`src/rtl/cpu_bus_if_if.sv`:
```
// System-bus handshake signals between the CPU access block (master) and the bus (slave).
interface cpu_bus_if_if #(
  parameter int unsigned ADDR_W = 30,
  parameter int unsigned DATA_W = 32
);
  logic              bus_req_;
  logic [ADDR_W-1:0] bus_addr;
  logic              bus_as_;
  logic              bus_rw;
  logic [DATA_W-1:0] bus_wr_data;
  logic [DATA_W-1:0] bus_rd_data;
  logic              bus_rdy_;
  logic              bus_grnt_;

  modport master (
    output bus_req_, bus_addr, bus_as_, bus_rw, bus_wr_data,
    input  bus_rd_data, bus_rdy_, bus_grnt_
  );

  modport slave (
    input  bus_req_, bus_addr, bus_as_, bus_rw, bus_wr_data,
    output bus_rd_data, bus_rdy_, bus_grnt_
  );
endinterface

```
`src/rtl/cpu_bus_if.sv`:
```
// CPU memory access interface: same-cycle scratch-pad accesses, req/grant/ready system-bus accesses.
// Optional bus timeout with bus_err output is enabled by defining BUS_IF_TIMEOUT_EN.
module cpu_bus_if #(
  parameter int unsigned ADDR_W        = 30,
  parameter int unsigned DATA_W        = 32,
  parameter int unsigned SPM_ADDR_W    = 12,
  parameter logic [2:0]  SPM_SLAVE_IDX = 3'd1
`ifdef BUS_IF_TIMEOUT_EN
  ,
  parameter int unsigned TIMEOUT_CYC   = 255
`endif
) (
  input  logic                  clk,
  input  logic                  reset,
  input  logic                  stall,
  input  logic                  flush,
  output logic                  busy,
  input  logic [ADDR_W-1:0]     addr,
  input  logic                  as_,
  input  logic                  rw,
  input  logic [DATA_W-1:0]     wr_data,
  output logic [DATA_W-1:0]     rd_data,
  input  logic [DATA_W-1:0]     spm_rd_data,
  output logic [SPM_ADDR_W-1:0] spm_addr,
  output logic                  spm_as_,
  output logic                  spm_rw,
  output logic [DATA_W-1:0]     spm_wr_data,
`ifdef BUS_IF_TIMEOUT_EN
  output logic                  bus_err,
`endif
  cpu_bus_if_if.master          bus
);

  localparam logic READ  = 1'b1;
`ifdef BUS_IF_TIMEOUT_EN
  localparam int unsigned CNT_W = (TIMEOUT_CYC > 255) ? $clog2(TIMEOUT_CYC + 1) : 8;
`endif

  typedef enum logic [1:0] {
    IDLE   = 2'd0,
    REQ    = 2'd1,
    ACCESS = 2'd2,
    STALL  = 2'd3
  } state_e;

  state_e            state_q, state_d;
  logic              bus_req_q, bus_req_d;
  logic              bus_as_q, bus_as_d;
  logic [ADDR_W-1:0] bus_addr_q, bus_addr_d;
  logic              bus_rw_q, bus_rw_d;
  logic [DATA_W-1:0] bus_wr_data_q, bus_wr_data_d;
  logic [DATA_W-1:0] rd_buf_q, rd_buf_d;
  logic              spm_hit;
`ifdef BUS_IF_TIMEOUT_EN
  logic [CNT_W-1:0]  cnt_q, cnt_d;
`endif

  assign spm_hit     = (addr[ADDR_W-1 -: 3] == SPM_SLAVE_IDX);
  assign spm_addr    = addr[SPM_ADDR_W-1:0];
  assign spm_rw      = rw;
  assign spm_wr_data = wr_data;

  assign bus.bus_req_    = bus_req_q;
  assign bus.bus_as_     = bus_as_q;
  assign bus.bus_addr    = bus_addr_q;
  assign bus.bus_rw      = bus_rw_q;
  assign bus.bus_wr_data = bus_wr_data_q;

  always_ff @(posedge clk) begin
    if (!reset) begin
      state_q       <= IDLE;
      bus_req_q     <= 1'b1;
      bus_as_q      <= 1'b1;
      bus_addr_q    <= '0;
      bus_rw_q      <= READ;
      bus_wr_data_q <= '0;
      rd_buf_q      <= '0;
`ifdef BUS_IF_TIMEOUT_EN
      cnt_q         <= '0;
`endif
    end else begin
      state_q       <= state_d;
      bus_req_q     <= bus_req_d;
      bus_as_q      <= bus_as_d;
      bus_addr_q    <= bus_addr_d;
      bus_rw_q      <= bus_rw_d;
      bus_wr_data_q <= bus_wr_data_d;
      rd_buf_q      <= rd_buf_d;
`ifdef BUS_IF_TIMEOUT_EN
      cnt_q         <= cnt_d;
`endif
    end
  end

  always_comb begin
    state_d       = state_q;
    bus_req_d     = bus_req_q;
    bus_as_d      = bus_as_q;
    bus_addr_d    = bus_addr_q;
    bus_rw_d      = bus_rw_q;
    bus_wr_data_d = bus_wr_data_q;
    rd_buf_d      = rd_buf_q;
    rd_data       = '0;
    spm_as_       = 1'b1;
    busy          = 1'b0;
`ifdef BUS_IF_TIMEOUT_EN
    cnt_d         = cnt_q;
    bus_err       = 1'b0;
`endif

    unique case (state_q)
      IDLE: begin
        if (!flush && !as_) begin
          if (spm_hit) begin
            if (!stall) begin
              spm_as_ = 1'b0;
              if (rw == READ) rd_data = spm_rd_data;
            end
          end else begin
            busy          = 1'b1;
            state_d       = REQ;
            bus_req_d     = 1'b0;
            bus_addr_d    = addr;
            bus_rw_d      = rw;
            bus_wr_data_d = wr_data;
`ifdef BUS_IF_TIMEOUT_EN
            cnt_d         = '0;
`endif
          end
        end
      end

      REQ: begin
        busy = 1'b1;
        if (!bus.bus_grnt_) begin
          state_d  = ACCESS;
          bus_as_d = 1'b0;
        end
      end

      ACCESS: begin
        bus_as_d = 1'b1;
        if (!bus.bus_rdy_) begin
          if (bus_rw_q == READ) rd_data = bus.bus_rd_data;
          // Writes leave zero in the buffer so a stalled write returns no data.
          rd_buf_d      = (bus_rw_q == READ) ? bus.bus_rd_data : '0;
          bus_req_d     = 1'b1;
          bus_addr_d    = '0;
          bus_rw_d      = READ;
          bus_wr_data_d = '0;
          state_d       = stall ? STALL : IDLE;
        end else begin
          busy = 1'b1;
        end
      end

      STALL: begin
        if (bus_rw_q == READ) rd_data = rd_buf_q;
        if (!stall) state_d = IDLE;
      end

      default: state_d = IDLE;
    endcase

`ifdef BUS_IF_TIMEOUT_EN
    // Abandon a bus access that neither completes nor gets granted in time.
    if (state_q == REQ || (state_q == ACCESS && bus.bus_rdy_)) begin
      cnt_d = cnt_q + CNT_W'(1);
      if (cnt_q == CNT_W'(TIMEOUT_CYC)) begin
        bus_err       = 1'b1;
        busy          = 1'b0;
        rd_data       = '0;
        rd_buf_d      = '0;
        bus_req_d     = 1'b1;
        bus_as_d      = 1'b1;
        bus_addr_d    = '0;
        bus_rw_d      = READ;
        bus_wr_data_d = '0;
        state_d       = stall ? STALL : IDLE;
      end
    end
`endif
  end

endmodule

```
`src/flat_wrapper.sv`:
```
// flat-port wrapper written by rule: the top's interface ports become plain ports
module cpu_bus_if_flat 
#(
  parameter int unsigned ADDR_W        = 30,
  parameter int unsigned DATA_W        = 32,
  parameter int unsigned SPM_ADDR_W    = 12,
  parameter logic [2:0]  SPM_SLAVE_IDX = 3'd1

)
  (clk, reset, stall, flush, busy, addr, as_, rw, wr_data, rd_data, spm_rd_data, spm_addr, spm_as_, spm_rw, spm_wr_data, bus_bus_req_, bus_bus_addr, bus_bus_as_, bus_bus_rw, bus_bus_wr_data, bus_bus_rd_data, bus_bus_rdy_, bus_bus_grnt_);
  cpu_bus_if_if #(.ADDR_W(ADDR_W), .DATA_W(DATA_W)) bus_i ();
  input  logic clk;
  input  logic reset;
  input  logic stall;
  input  logic flush;
  output logic busy;
  input  logic [ADDR_W-1:0] addr;
  input  logic as_;
  input  logic rw;
  input  logic [DATA_W-1:0] wr_data;
  output logic [DATA_W-1:0] rd_data;
  input  logic [DATA_W-1:0] spm_rd_data;
  output logic [SPM_ADDR_W-1:0] spm_addr;
  output logic spm_as_;
  output logic spm_rw;
  output logic [DATA_W-1:0] spm_wr_data;
  output wire logic [$bits(bus_i.bus_req_)-1:0] bus_bus_req_;
  output wire logic [$bits(bus_i.bus_addr)-1:0] bus_bus_addr;
  output wire logic [$bits(bus_i.bus_as_)-1:0] bus_bus_as_;
  output wire logic [$bits(bus_i.bus_rw)-1:0] bus_bus_rw;
  output wire logic [$bits(bus_i.bus_wr_data)-1:0] bus_bus_wr_data;
  input wire logic [$bits(bus_i.bus_rd_data)-1:0] bus_bus_rd_data;
  input wire logic [$bits(bus_i.bus_rdy_)-1:0] bus_bus_rdy_;
  input wire logic [$bits(bus_i.bus_grnt_)-1:0] bus_bus_grnt_;
  assign bus_bus_req_ = bus_i.bus_req_;
  assign bus_bus_addr = bus_i.bus_addr;
  assign bus_bus_as_ = bus_i.bus_as_;
  assign bus_bus_rw = bus_i.bus_rw;
  assign bus_bus_wr_data = bus_i.bus_wr_data;
  assign bus_i.bus_rd_data = bus_bus_rd_data;
  assign bus_i.bus_rdy_ = bus_bus_rdy_;
  assign bus_i.bus_grnt_ = bus_bus_grnt_;
  cpu_bus_if #(.ADDR_W(ADDR_W), .DATA_W(DATA_W), .SPM_ADDR_W(SPM_ADDR_W), .SPM_SLAVE_IDX(SPM_SLAVE_IDX)) u_core (.clk(clk), .reset(reset), .stall(stall), .flush(flush), .busy(busy), .addr(addr), .as_(as_), .rw(rw), .wr_data(wr_data), .rd_data(rd_data), .spm_rd_data(spm_rd_data), .spm_addr(spm_addr), .spm_as_(spm_as_), .spm_rw(spm_rw), .spm_wr_data(spm_wr_data), .bus(bus_i));
endmodule
```
`config.mk`:
```
export PLATFORM = sky130hd
export DESIGN_NAME = cpu_bus_if_flat
export DESIGN_NICKNAME = d
export VERILOG_FILES = /design/src/rtl/cpu_bus_if_if.sv /design/src/rtl/cpu_bus_if.sv /design/src/flat_wrapper.sv
export SDC_FILE = /design/constraint.sdc
export NUM_CORES = 1
export LEC_CHECK = 0
export CAP_MARGIN = 10
export CORE_MARGIN = 8
export CORE_UTILIZATION = 39
export DETAILED_ROUTE_END_ITERATION = 7
export PLACE_DENSITY_LB_ADDON = 0.2
export SYNTH_ARGS = -nofsm -noshare
export SYNTH_HDL_FRONTEND = slang
export SYNTH_SLANG_ARGS = --single-unit
```
`constraint.sdc`:
```
create_clock -name clk -period 4.1 [get_ports clk]
set_clock_uncertainty 0.1 [all_clocks]
set_input_delay 1.23 -clock clk [delete_from_list [all_inputs] [get_ports clk]]
set_output_delay 1.23 -clock clk [all_outputs]
set_load 0.01 [all_outputs]
```
==> run summary <==
The leakage power total came out at between 2 and 3 nW. In the layout the commonest cells are clkdlybuf4s50_1, dfxtp_1, nand3_1, nand2_1, mux2i_1. The remaining design rule violation count is 0.

The global-route wire length before repair came out at 28.4 mm. The clock network accounts for 33.8% of the total power. The floorplan die width is 129 um. The pin slew with the least headroom to its limit came out at ~0.97 ns. The overall power is 2.30 mW. The number of synthesized register bits is 99. In this run the worst setup path terminates at rd_data[0]. The maximum number of pins on one net before global-route repair is just under 80.

For this design, the slowest cell found on the critical path is or4_4. The number of maximum-capacitance constraint violations is 0. The floorplan step defined a die boundary enclosing 16800 sq um.

The maximum buffer depth of the clock tree is 2. The worst register-to-register path begins at u_core.state_q[0]. The worst setup path is captured at a primary output. The floorplan step defined a core boundary enclosing roughly 13000 sq um. The initial core utilization came out at ~40%.

The final reports fail on setup timing. Registers take between 1500 and 2000 sq um. The number of iterations in the first detailed-routing pass came out at 5.

Dividing total power by cell area gives a power density of a little under 300 nW/um^2. The count of input and output buffers came out at between 200 and 300. The total overflow left after global routing is 0. The clock period minus worst slack came out at approximately 4.1 ns. In this run, placement finished with an instance count of around 950. The hold-fix buffer count after cts is 0. The minimum setup slack in the final design is -0.0496 ns. The tightest min-delay check is of the register to register type. Across all layers, the routed design uses roughly 5200 vias.

The post-CTS clock slew at the launch and capture registers of the worst setup and hold paths is approximately 0.070 ns. In this run, CTS created clock tree buffers numbering 9. The proportion of synthesized chip area in sequential cells is between 30% and 40%.

The total wire length is approximately 18 mm. The switching component of the power is 0.608 mW. The number of global-route vias before repair is roughly 5400. The endpoint identified for the worst register-to-register timing path is u_core.rd_buf_q[9]. The relative slew slack came out at around a third. Traced cell by cell, the critical path runs through buf_6 > or4_4 > nor4b_4 > buf_4 > buf_6 > buf_12 > o2bb2ai_2 > buf_2. The setup-violating endpoint count in the final report is 24. Excluding fillers, the count of instances in the completed layout stands at 969. The number of hold-slack violations in the final timing report is 0. The required time of the critical path is roughly 2.8 ns. The flow ran to the end, but the final reports show violations. In the routed layout, each cell is associated on average with a via count of 5.38.

TritonCTS built the clock tree. Measured in cells, the most critical reg-to-reg path has a length of 5. The buffers plus inverters on the worst setup path came out at 5. The final critical-path share of the clock period came out at 101%. Cells fill around 63% of the core in the end.

The cell count after synthesis came out at 586. The multi-input logic area is 2520 sq um. The remaining number of nets flagged by the antenna check after routing came out at 0. The fill cell total of the finished layout is ~1100.

The total number of clock tree sinks is 99. The data arrival time of the worst path came out at roughly 2.8 ns. Global routing used approximately a fifth of the available tracks. The synthesized design devotes to its leading area cell type about two fifths of total area. The library cell used most frequently in the layout, excluding fill and tap cells, is clkdlybuf4s50_1. For this run, the number of Yosys warnings is 0.

The cell count along the critical path came out at 8. The count of pins on the block boundary is 278. The largest delay contributor family on the critical path is simple AND/OR/NAND/NOR gates.

The worst slack after detailed placement came out at -0.646 ns. The initial detailed-routing violation count is 391. The placement row count is 41. The sort of element at the start of the critical path is an input pin. The last weighted congestion value of the routability-driven placer is approximately 0.82. The worst-case vdd ir drop came out at approximately 0.00017 V. The internal reg-to-reg setup slack is around 1.7 ns.

The latest clock arrival within the worst-skew pair came out at 0.33 ns. Internal power comes to 1.69 mW. Setup repair after global routing could not meet its margin everywhere. The tree is rooted in a clkbuf_16. The synthesized netlist occupies a cell area of between 5000 and 6000 sq um. In this design, the stage delay of the slowest critical-path cell is between 0.4 and 0.5 ns. The initial antenna violation count is 1. The count of distinct cell types in the synthesized netlist is 31. The maximum fanout encountered on the critical timing path is 8. The HPWL after detailed placement is between 10 and 15 mm.

The ratio of cells with drive above 1 in the final layout is 11.7%. The combinational fraction of design power is roughly 22%. The final layout contains 925 nets. The critical path starts at as_. The layout overhead on the synthesized area is 57.7%. The number of max-slew violations in the final report came out at 0. The post-synthesis average cell area is around 8.6 sq um. The CTS H-tree depth came out at 3. The highest clock frequency the design can meet is 0.241 GHz. The detail-routed net length per standard cell came out at 18.8 um. By area the synthesized netlist is led by dfxtp_1, nand3_1, mux2i_1. The die extent in y came out at between 100 and 150 um. The synthesized netlist net count came out at 720.

The share of total power in sequential cells is between 40% and 50%. In this run switching power makes up between 20% and 30% of total power. The top cell type by total area after synthesis is dfxtp_1.

The critical path's most frequent cell is buf_6. The critical path in this run is classified as input pin to primary output.
sequential cells by signal, summed over array words and instances, names as in the netlist:
register and flops:
u_core.bus.bus_wr_data 32, u_core.rd_buf_q 32, u_core.bus.bus_addr 30, u_core.state_q 2, u_core.bus.bus_as_ 1, u_core.bus.bus_req_ 1
u_core.bus.bus_rw 1
power by group through the flow:
| stage | clock [mW] | combinational (mW) | sequential (mW) |
|---|---|---|---|
| after detailed placement | 0 | 0.504 | 1.04 |
| after floorplan | 0 | 0.203 | 1.06 |
| after CTS | 0.800 | 0.508 | 1.02 |
| final | 0.779 | 0.503 | 1.02 |
| after global placement | 0 | 0.498 | 1.04 |
| after global routing | 0.842 | 0.540 | 1.02 |
metal layers:
metal  GRT usage (%)  part of all wire (%)  vias to the layer above
li1                -                     -                     2501
met1            23.4                    40                     2482
met2            36.9                    50                      211
met3            6.49                   8.5                       22
met4            7.17                   1.6                        0
met5               0                     0                        -
tightest hold or removal path: cells and delay by family (launching register included):
family	cells	cell delay [ns]
DFF	1	0.32
and+or+nand+nor	1	0.05
AOI/OAI and AO/OA	1	0.05
worst min-delay path by stage:
| stage | end | depth (start not counted) | slack [ns] | startpoint |
|---|---|---|---|---|
| final | u_core.rd_buf_q[26] | 2 | 0.36 | u_core.rd_buf_q[26] |
| after global routing | u_core.bus.bus_addr[26] | 2 | 0.38 | u_core.bus.bus_addr[26] |
| after CTS | u_core.rd_buf_q[26] | 2 | 0.36 | u_core.rd_buf_q[26] |
| after detailed placement | u_core.rd_buf_q[26] | 2 | 0.35 | u_core.rd_buf_q[26] |
| after global placement | u_core.rd_buf_q[24] | 2 | 0.34 | u_core.rd_buf_q[24] |
| after floorplan | u_core.rd_buf_q[1] | 2 | 0.33 | u_core.rd_buf_q[1] |
logic make-up (layout without fill, tap and decap cells):
family          Yosys count  count (layout)  share of synthesized area, %
flops                    99              99                          39.5
buf+inv                 111             321                          12.5
compound gates          151             151                          22.5
simple gates            187             187                          17.9
other cells               0               1                             0
mux                      38              38                          7.58
per-stage QoR:
step / instance area [sq um] / TNS, ns / hold slack [ns]
after global routing: 7910 / -1.98 / 0.380
after detailed placement: 7600 / -20.22 / 0.353
final: 7910 / -0.548 / 0.360
after floorplan: 5020 / 0 / 0.331
after global placement: 7600 / -18.78 / 0.339
after CTS: 7920 / -0.0673 / 0.362
what timing repair did:
action,CTS,global route
gates resized for setup,161,2
pin swaps,4,1
endpoints found under the setup margin,34,34
gates cloned,3,0
buffers inserted,5,0
synthesized netlist by cell type:
| cell | instances |
|---|---|
| a21boi_0 | 28 |
| a21boi_1 | 5 |
| a21oi_1 | 2 |
| a22oi_1 | 31 |
| a31oi_1 | 1 |
| buf_1 | 4 |
| buf_2 | 9 |
| buf_4 | 45 |
| buf_6 | 4 |
| clkbuf_1 | 47 |
| dfxtp_1 | 99 |
| inv_1 | 2 |
| mux2i_1 | 38 |
| nand2_1 | 74 |
| nand2b_1 | 2 |
| nand3_1 | 96 |
| nand3b_1 | 1 |
| nor2_1 | 2 |
| nor2_4 | 1 |
| nor2b_1 | 2 |
| nor3b_1 | 3 |
| nor4b_4 | 1 |
| o2111ai_1 | 23 |
| o21ai_0 | 7 |
| o21ai_1 | 19 |
| o22ai_1 | 2 |
| o2bb2ai_1 | 32 |
| o31a_1 | 1 |
| or2_1 | 1 |
| or3b_2 | 3 |
| or4_4 | 1 |
layout make-up:
cell class / instances / share of cell area (%)
well taps: 172 / 2.72
repair buffers: 303 / 36.8
diodes: 1 / 0.0316
flip-flops and latches: 99 / 25.0
clock buffers: 11 / 2.94
clock inverters: 5 / 0.506
inverters: 2 / 0.0949
multi-input cells: 376 / 31.8
No activity file was read; power rests on OpenSTA's default activity.
